File: src/rtl/sha_buf_arbiter.sv
// sha_buf_arbiter
// Shares the single-port 32-byte SHA message/digest bank between the host
// (byte load/unload) and the SHA engine (block read/write). Whole bursts are
// granted one at a time. Arbitration is round-robin (RR=1) or engine-first
// (RR=0). Each burst walks incrementing byte addresses that wrap at the top of
// the bank. Combinational bank read data is registered back to the burst owner.
//
// Optional feature macro: SHA_BUF_CLR_EN
//   Defined   : a clr_req pulse queues a 32-beat zero fill of the bank. The fill
//               runs at the next idle slot, ahead of both requesters.
//   Undefined : clr_req is ignored, clr_busy is tied low, and there is no
//               clear state.
module sha_buf_arbiter #(
  parameter int ADDR_W = 5,
  parameter int DATA_W = 8,
  parameter int RR     = 1
) (
  input  logic              clk,
  input  logic              rst_n,
  input  logic              h_req,
  input  logic              h_wr,
  input  logic [ADDR_W-1:0] h_addr,
  input  logic [ADDR_W-1:0] h_len,
  input  logic [DATA_W-1:0] h_wdata,
  output logic              h_ack,
  output logic              h_done,
  output logic              h_rvalid,
  output logic [DATA_W-1:0] h_rdata,
  input  logic              e_req,
  input  logic              e_wr,
  input  logic [ADDR_W-1:0] e_addr,
  input  logic [ADDR_W-1:0] e_len,
  input  logic [DATA_W-1:0] e_wdata,
  output logic              e_ack,
  output logic              e_done,
  output logic              e_rvalid,
  output logic [DATA_W-1:0] e_rdata,
  input  logic              clr_req,
  output logic              clr_busy,
  output logic              mem_en,
  output logic              mem_wr,
  output logic [ADDR_W-1:0] mem_addr,
  output logic [DATA_W-1:0] mem_wdata,
  input  logic [DATA_W-1:0] mem_rdata
);

`ifdef SHA_BUF_CLR_EN
  typedef enum logic [1:0] {
    S_IDLE  = 2'd0,
    S_BURST = 2'd1,
    S_CLEAR = 2'd2
  } state_t;
`else
  typedef enum logic [1:0] {
    S_IDLE  = 2'd0,
    S_BURST = 2'd1
  } state_t;
`endif

  state_t state_q, state_d;

  // Burst context latched at grant
  logic              own_eng_q;   // 1 = engine owns the current burst
  logic              wr_q;
  logic [ADDR_W-1:0] addr_q;
  logic [ADDR_W-1:0] cnt_q;       // beats remaining after the current one
  logic              last_eng_q;  // owner of the most recent grant

  // Arbitration decisions for this cycle
  logic              grant;
  logic              grant_eng;
  logic              clr_start;
  logic              clr_pend_q;
  logic              beat_p0;
  logic              rd_beat_p0;

  // Read return registers, one per requester
  logic              h_vld_p1;
  logic              e_vld_p1;
  logic [DATA_W-1:0] h_rdata_p1;
  logic [DATA_W-1:0] e_rdata_p1;

  // Next byte address; the natural ADDR_W-bit overflow gives the 31 -> 0 wrap
  function automatic logic [ADDR_W-1:0] addr_inc(input logic [ADDR_W-1:0] a);
    return a + 1'b1;
  endfunction

  // Tie-break: round-robin favours whoever did not win last time
  function automatic logic pick_engine(input logic hr, input logic er,
                                       input logic last_eng);
    logic sel;
    if (hr && er) begin
      sel = (RR != 0) ? ~last_eng : 1'b1;
    end else begin
      sel = er;
    end
    return sel;
  endfunction

  assign beat_p0    = (state_q != S_IDLE);
  assign rd_beat_p0 = (state_q == S_BURST) && !wr_q;
  assign clr_start  = (state_q == S_IDLE) && clr_pend_q;

`ifdef SHA_BUF_CLR_EN
  // Clear request is remembered until the next idle slot picks it up
  always_ff @(posedge clk or negedge rst_n) begin
    if (!rst_n) begin
      clr_pend_q <= 1'b0;
    end else if (clr_start) begin
      clr_pend_q <= 1'b0;
    end else if (clr_req && (state_q != S_CLEAR)) begin
      clr_pend_q <= 1'b1;
    end
  end

  assign clr_busy = clr_pend_q | (state_q == S_CLEAR);
`else
  logic unused_clr_req;
  assign unused_clr_req = clr_req;
  assign clr_pend_q     = 1'b0;
  assign clr_busy       = 1'b0;
`endif

  // State register
  always_ff @(posedge clk or negedge rst_n) begin
    if (!rst_n) begin
      state_q <= S_IDLE;
    end else begin
      state_q <= state_d;
    end
  end

  // Next-state and grant decision
  always_comb begin
    state_d   = state_q;
    grant     = 1'b0;
    grant_eng = 1'b0;
    case (state_q)
      S_IDLE: begin
`ifdef SHA_BUF_CLR_EN
        if (clr_pend_q) begin
          state_d = S_CLEAR;
        end else
`endif
        if (h_req || e_req) begin
          grant     = 1'b1;
          grant_eng = pick_engine(h_req, e_req, last_eng_q);
          state_d   = S_BURST;
        end
      end
      S_BURST: begin
        if (cnt_q == '0) state_d = S_IDLE;
      end
`ifdef SHA_BUF_CLR_EN
      S_CLEAR: begin
        if (cnt_q == '0) state_d = S_IDLE;
      end
`endif
      default: state_d = S_IDLE;
    endcase
  end

  // Burst context: latch on grant or clear start, then step once per beat
  always_ff @(posedge clk or negedge rst_n) begin
    if (!rst_n) begin
      own_eng_q  <= 1'b0;
      wr_q       <= 1'b0;
      addr_q     <= '0;
      cnt_q      <= '0;
      last_eng_q <= 1'b1;
    end else if (grant) begin
      own_eng_q  <= grant_eng;
      wr_q       <= grant_eng ? e_wr   : h_wr;
      addr_q     <= grant_eng ? e_addr : h_addr;
      cnt_q      <= grant_eng ? e_len  : h_len;
      last_eng_q <= grant_eng;
    end else if (clr_start) begin
      wr_q   <= 1'b1;
      addr_q <= '0;
      cnt_q  <= '1;
    end else if (beat_p0) begin
      addr_q <= addr_inc(addr_q);
      cnt_q  <= cnt_q - 1'b1;
    end
  end

  // ---- stage p0 -> p1: register combinational bank read data to its owner
  always_ff @(posedge clk or negedge rst_n) begin
    if (!rst_n) begin
      h_vld_p1   <= 1'b0;
      e_vld_p1   <= 1'b0;
      h_rdata_p1 <= '0;
      e_rdata_p1 <= '0;
    end else begin
      h_vld_p1 <= rd_beat_p0 && !own_eng_q;
      e_vld_p1 <= rd_beat_p0 &&  own_eng_q;
      if (rd_beat_p0 && !own_eng_q) h_rdata_p1 <= mem_rdata;
      if (rd_beat_p0 &&  own_eng_q) e_rdata_p1 <= mem_rdata;
    end
  end

  assign h_rvalid = h_vld_p1;
  assign h_rdata  = h_rdata_p1;
  assign e_rvalid = e_vld_p1;
  assign e_rdata  = e_rdata_p1;

  // Bank pins and requester handshakes decoded from the current state
  always_comb begin
    mem_en    = 1'b0;
    mem_wr    = 1'b0;
    mem_addr  = '0;
    mem_wdata = '0;
    h_ack     = 1'b0;
    h_done    = 1'b0;
    e_ack     = 1'b0;
    e_done    = 1'b0;
    case (state_q)
      S_BURST: begin
        mem_en    = 1'b1;
        mem_wr    = wr_q;
        mem_addr  = addr_q;
        mem_wdata = own_eng_q ? e_wdata : h_wdata;
        h_ack     = !own_eng_q;
        e_ack     =  own_eng_q;
        h_done    = !own_eng_q && (cnt_q == '0);
        e_done    =  own_eng_q && (cnt_q == '0);
      end
`ifdef SHA_BUF_CLR_EN
      S_CLEAR: begin
        mem_en    = 1'b1;
        mem_wr    = 1'b1;
        mem_addr  = addr_q;
        mem_wdata = '0;
      end
`endif
      default: begin
        mem_en = 1'b0;
      end
    endcase
  end

endmodule

File: config.mk
export PLATFORM = sky130hd
export DESIGN_NAME = sha_buf_arbiter
export DESIGN_NICKNAME = d
export VERILOG_FILES = /design/src/rtl/sha_buf_arbiter.sv
export SDC_FILE = /design/constraint.sdc
export NUM_CORES = 1
export LEC_CHECK = 0
export CAP_MARGIN = 20
export CORE_MARGIN = 5
export CORE_UTILIZATION = 35
export DETAILED_ROUTE_END_ITERATION = 12
export PLACE_DENSITY = 0.74
export SLEW_MARGIN = 20
export SYNTH_ARGS = -nofsm -noshare
export SYNTH_HDL_FRONTEND = slang
export SYNTH_SLANG_ARGS = --single-unit
File: constraint.sdc
create_clock -name clk -period 1.7 [get_ports clk]
set_clock_uncertainty 0.2 [all_clocks]
set_input_delay 0.34 -clock clk [delete_from_list [all_inputs] [get_ports clk]]
set_output_delay 0.34 -clock clk [all_outputs]
set_load 0.02 [all_outputs]
==> flow_summary.json <==
{
  "period_needed_ns": 2.14,
  "syn_nets": 243,
  "criticalPathCategory": "reg -> out",
  "p_leak_nw": 1.64,
  "synthDominantCellAreaShare_pct": 44.1,
  "start_util_pct": 36.8,
  "power.internal_mw": 3.86,
  "ys_ff_latch": 32,
  "worstSetupStartpointType": "register",
  "clock_power_share_pct": 11.5,
  "finalHoldViolations": 0,
  "holdCritPathClass": "in -> async",
  "overflow": 0,
  "seq_power_share_pct": 22.7,
  "syn_to_final_growth_pct": 99.7,
  "worst_setup_hold_path_clk_slew_ns": 0.07,
  "comb_power_share_pct": 65.8,
  "grt_max_degree": 33,
  "endpoint_kind": "output port",
  "ys_top_cells_by_area": "dfrtp_1 44%, nand2_1 8.1%, mux2i_1 6.8%",
  "nets": 386,
  "async_reset_ff_share_pct": 100,
  "grt_pass1_wl_mm": 9.32,
  "track_usage_pct": 18.3,
  "synth_top_cell_by_area": "dfrtp_1",
  "wire_per_inst_um": 15.2,
  "peakVddDrop_mv": 0.783,
  "ys_seq_area_share_pct": 45.6,
  "cpMaxStageDelayCell": "dfrtp_1",
  "hold_buffers": 0,
  "firstDrtPassIters": 4,
  "p_total_mw": 6.26,
  "cap_violations": 0,
  "final_antenna_net_count": 0,
  "synth.distinct_cells": 37,
  "place_area_mm2": 0.00300,
  "die_h_um": 80.9,
  "post-route-period-util_pct": 126,
  "power_density_mw_per_mm2": 1780,
  "port_buffers": 86,
  "netlist_area_mm2": 0.00176,
  "cp.required_ns": 1.16,
  "drc": 0,
  "path_cells": "inv_2 -> ha_4 -> nor3b_4 -> nor3b_4 -> nor2b_4 -> buf_6",
  "setup_viol_count_final": 17,
  "violations": "setup timing",
  "htree_levels": 2,
  "antenna_found_initial": 0,
  "dp_slack_ns": -0.656,
  "diodes": 0,
  "design_area_mm2": 0.00351,
  "crit_arrival_ns": 1.60,
  "io_pins": 89,
  "cpMostUsedCell": "nor3b_4",
  "routabilityCongestion": 0.820,
  "post-route-util_pct": 73.4,
  "drive_gt1_share_pct": 42.2,
  "status": "complete, but fails checks",
  "rsz0062_at_grt": "yes",
  "max_stage_delay_ns": 0.39,
  "die-area_mm2": 0.00654,
  "tritoncts": "done",
  "fin_setup_tns_ns": -2.50,
  "chipWidth_um": 80.9,
  "num_vias": 1923,
  "yosys_warnings": 0,
  "synth_flop_cell": "dfrtp_1",
  "crit_fanout": 3,
  "cts_root_buffer": "clkbuf_8",
  "slew_violations": 0,
  "p_switching_mw": 2.40,
  "cp_num_buf_inv": 2,
  "wirelength_mm": 6.09,
  "cp_top_family": "simple AND/OR/NAND/NOR gates",
  "fmax_mhz": 466,
  "synth_edf_count": 0,
  "hpwlAfterDp_mm": 4.06,
  "core_mm2": 0.00479,
  "clk_latency_ns": 0.28,
  "grt_pass1_vias": 2024,
  "row_count": 25,
  "swShare_pct": 38.4,
  "clock_sinks": 32,
  "drt_iter0_drc": 30,
  "synthCells": 190,
  "clk_path_buf_depth": 2,
  "n_fill_cell": 363,
  "numCtsBuffers": 5,
  "syn_area_per_cell_um2": 9.26,
  "via_per_inst": 4.80,
  "worst_slack_ns": -0.444
}
[final cells by class]
| cell class | count | area [um^2] | share of cell area [%] |
|---|---|---|---|
| Sequential cell | 32 | 805 | 22.9 |
| Inverter | 8 | 36.3 | 1.03 |
| Timing Repair Buffer | 147 | 1410 | 40.2 |
| Multi-Input combinational cell | 139 | 1060 | 30.3 |
| Tap cell | 67 | 83.8 | 2.39 |
| Clock buffer | 5 | 68.8 | 1.96 |
| Clock inverter | 3 | 42.5 | 1.21 |
[timing repair]
action	in CTS	in global routing
buffers inserted	17	12
resized for setup	170	26
cloned	2	0
setup endpoints to repair	45	34
endpoints found under the hold margin	0	0
pin swaps	4	13
[power by group through the flow]
stage               Sequential (mW)  Clock [mW]  Combinational, mW
floorplan                      1.65           0               1.46
global placement               1.39           0               3.31
detailed placement             1.40           0               3.37
CTS                            1.40       0.737               4.02
global route                   1.47       0.782               4.38
finish                         1.42       0.722               4.12
[cell usage in the layout (no fill, tap or decap), drive strengths merged, types with 7 or more instances in the layout]
| cell | count |
|---|---|
| buf | 80 |
| clkdlybuf4s50 | 49 |
| nand2 | 38 |
| dfrtp | 31 |
| nor2 | 19 |
| dlygate4sd2 | 18 |
| mux2i | 12 |
| o21ai | 9 |
| mux2 | 9 |
| and2 | 7 |
| inv | 7 |
[final timing paths]
check                                            start                endpoint  slack (ns)  cells after the start
worst max-delay path              cnt_q[0]$_DFFE_PN0P_                  h_done       -0.44                      6
worst min-delay path                             rst_n  h_rdata[6]$_DFFE_PN0P_        0.22                      2
worst max register to register  state_q[0]$_DFFE_PN0P_   addr_q[3]$_DFFE_PN0P_       -0.04                      8
worst min register to register  e_rdata[6]$_DFFE_PN0P_  e_rdata[6]$_DFFE_PN0P_        0.27                      2
max in group asynchronous                        rst_n  last_eng_q$_DFFE_PN1P_        0.84                      2
min in group clk                e_rdata[6]$_DFFE_PN0P_  e_rdata[6]$_DFFE_PN0P_        0.27                      2
[per-stage QoR]
stage / hold slack [ns] / std cells
3_3_place_gp: 0.259 / 367
3_5_place_dp: 0.267 / 367
6_report: 0.217 / 401
5_1_grt: 0.220 / 401
2_1_floorplan: -0.156 / 190
4_1_cts: 0.217 / 394
[cells in the mapped netlist, types with 3 or more instances]
| master | n |
|---|---|
| a21oi_1 | 4 |
| xnor2_1 | 3 |
| inv_1 | 6 |
| clkbuf_1 | 3 |
| buf_2 | 6 |
| dfrtp_1 | 31 |
| a31oi_1 | 3 |
| o21ai_0 | 9 |
| nor2b_1 | 3 |
| nor2_1 | 19 |
| nand2_1 | 38 |
| nand3_1 | 5 |
| mux2_2 | 9 |
| and2_1 | 7 |
| mux2i_1 | 12 |
| a211oi_1 | 5 |
[registers in the layout, indices dropped and copies added, names as in the netlist]
register,flops
h_rvalid,1
h_rdata,8
state_q,1
e_rdata,8
addr_q,5
own_eng_q,1
cnt_q,5
e_rvalid,1
last_eng_q,1
wr_q,1
[routing by layer]
metal / GRT usage [%] / wire, um / vias up
met3: 4.21 / 329 / 14
li1: - / - / 932
met2: 34.5 / 3280 / 72
met1: 20.8 / 2350 / 905
met4: 4.22 / 129 / 0
met5: 0 / 0 / -
[kinds of logic (layout without fill, tap and decap cells)]
logic type / after synthesis / count (layout) / synth area share, %
DFF: 32 / 32 / 45.6
adders and majority gates: 2 / 2 / 1.42
buffers and inverters: 19 / 163 / 5.41
and+or+nand+nor: 79 / 79 / 20.5
xor gates and xnor gates: 4 / 4 / 1.99
AOI/OAI and AO/OA: 32 / 32 / 12.3
muxes: 21 / 21 / 12.6
other: 1 / 1 / 0.213
Note: power is estimated with default switching activity, not from simulation.
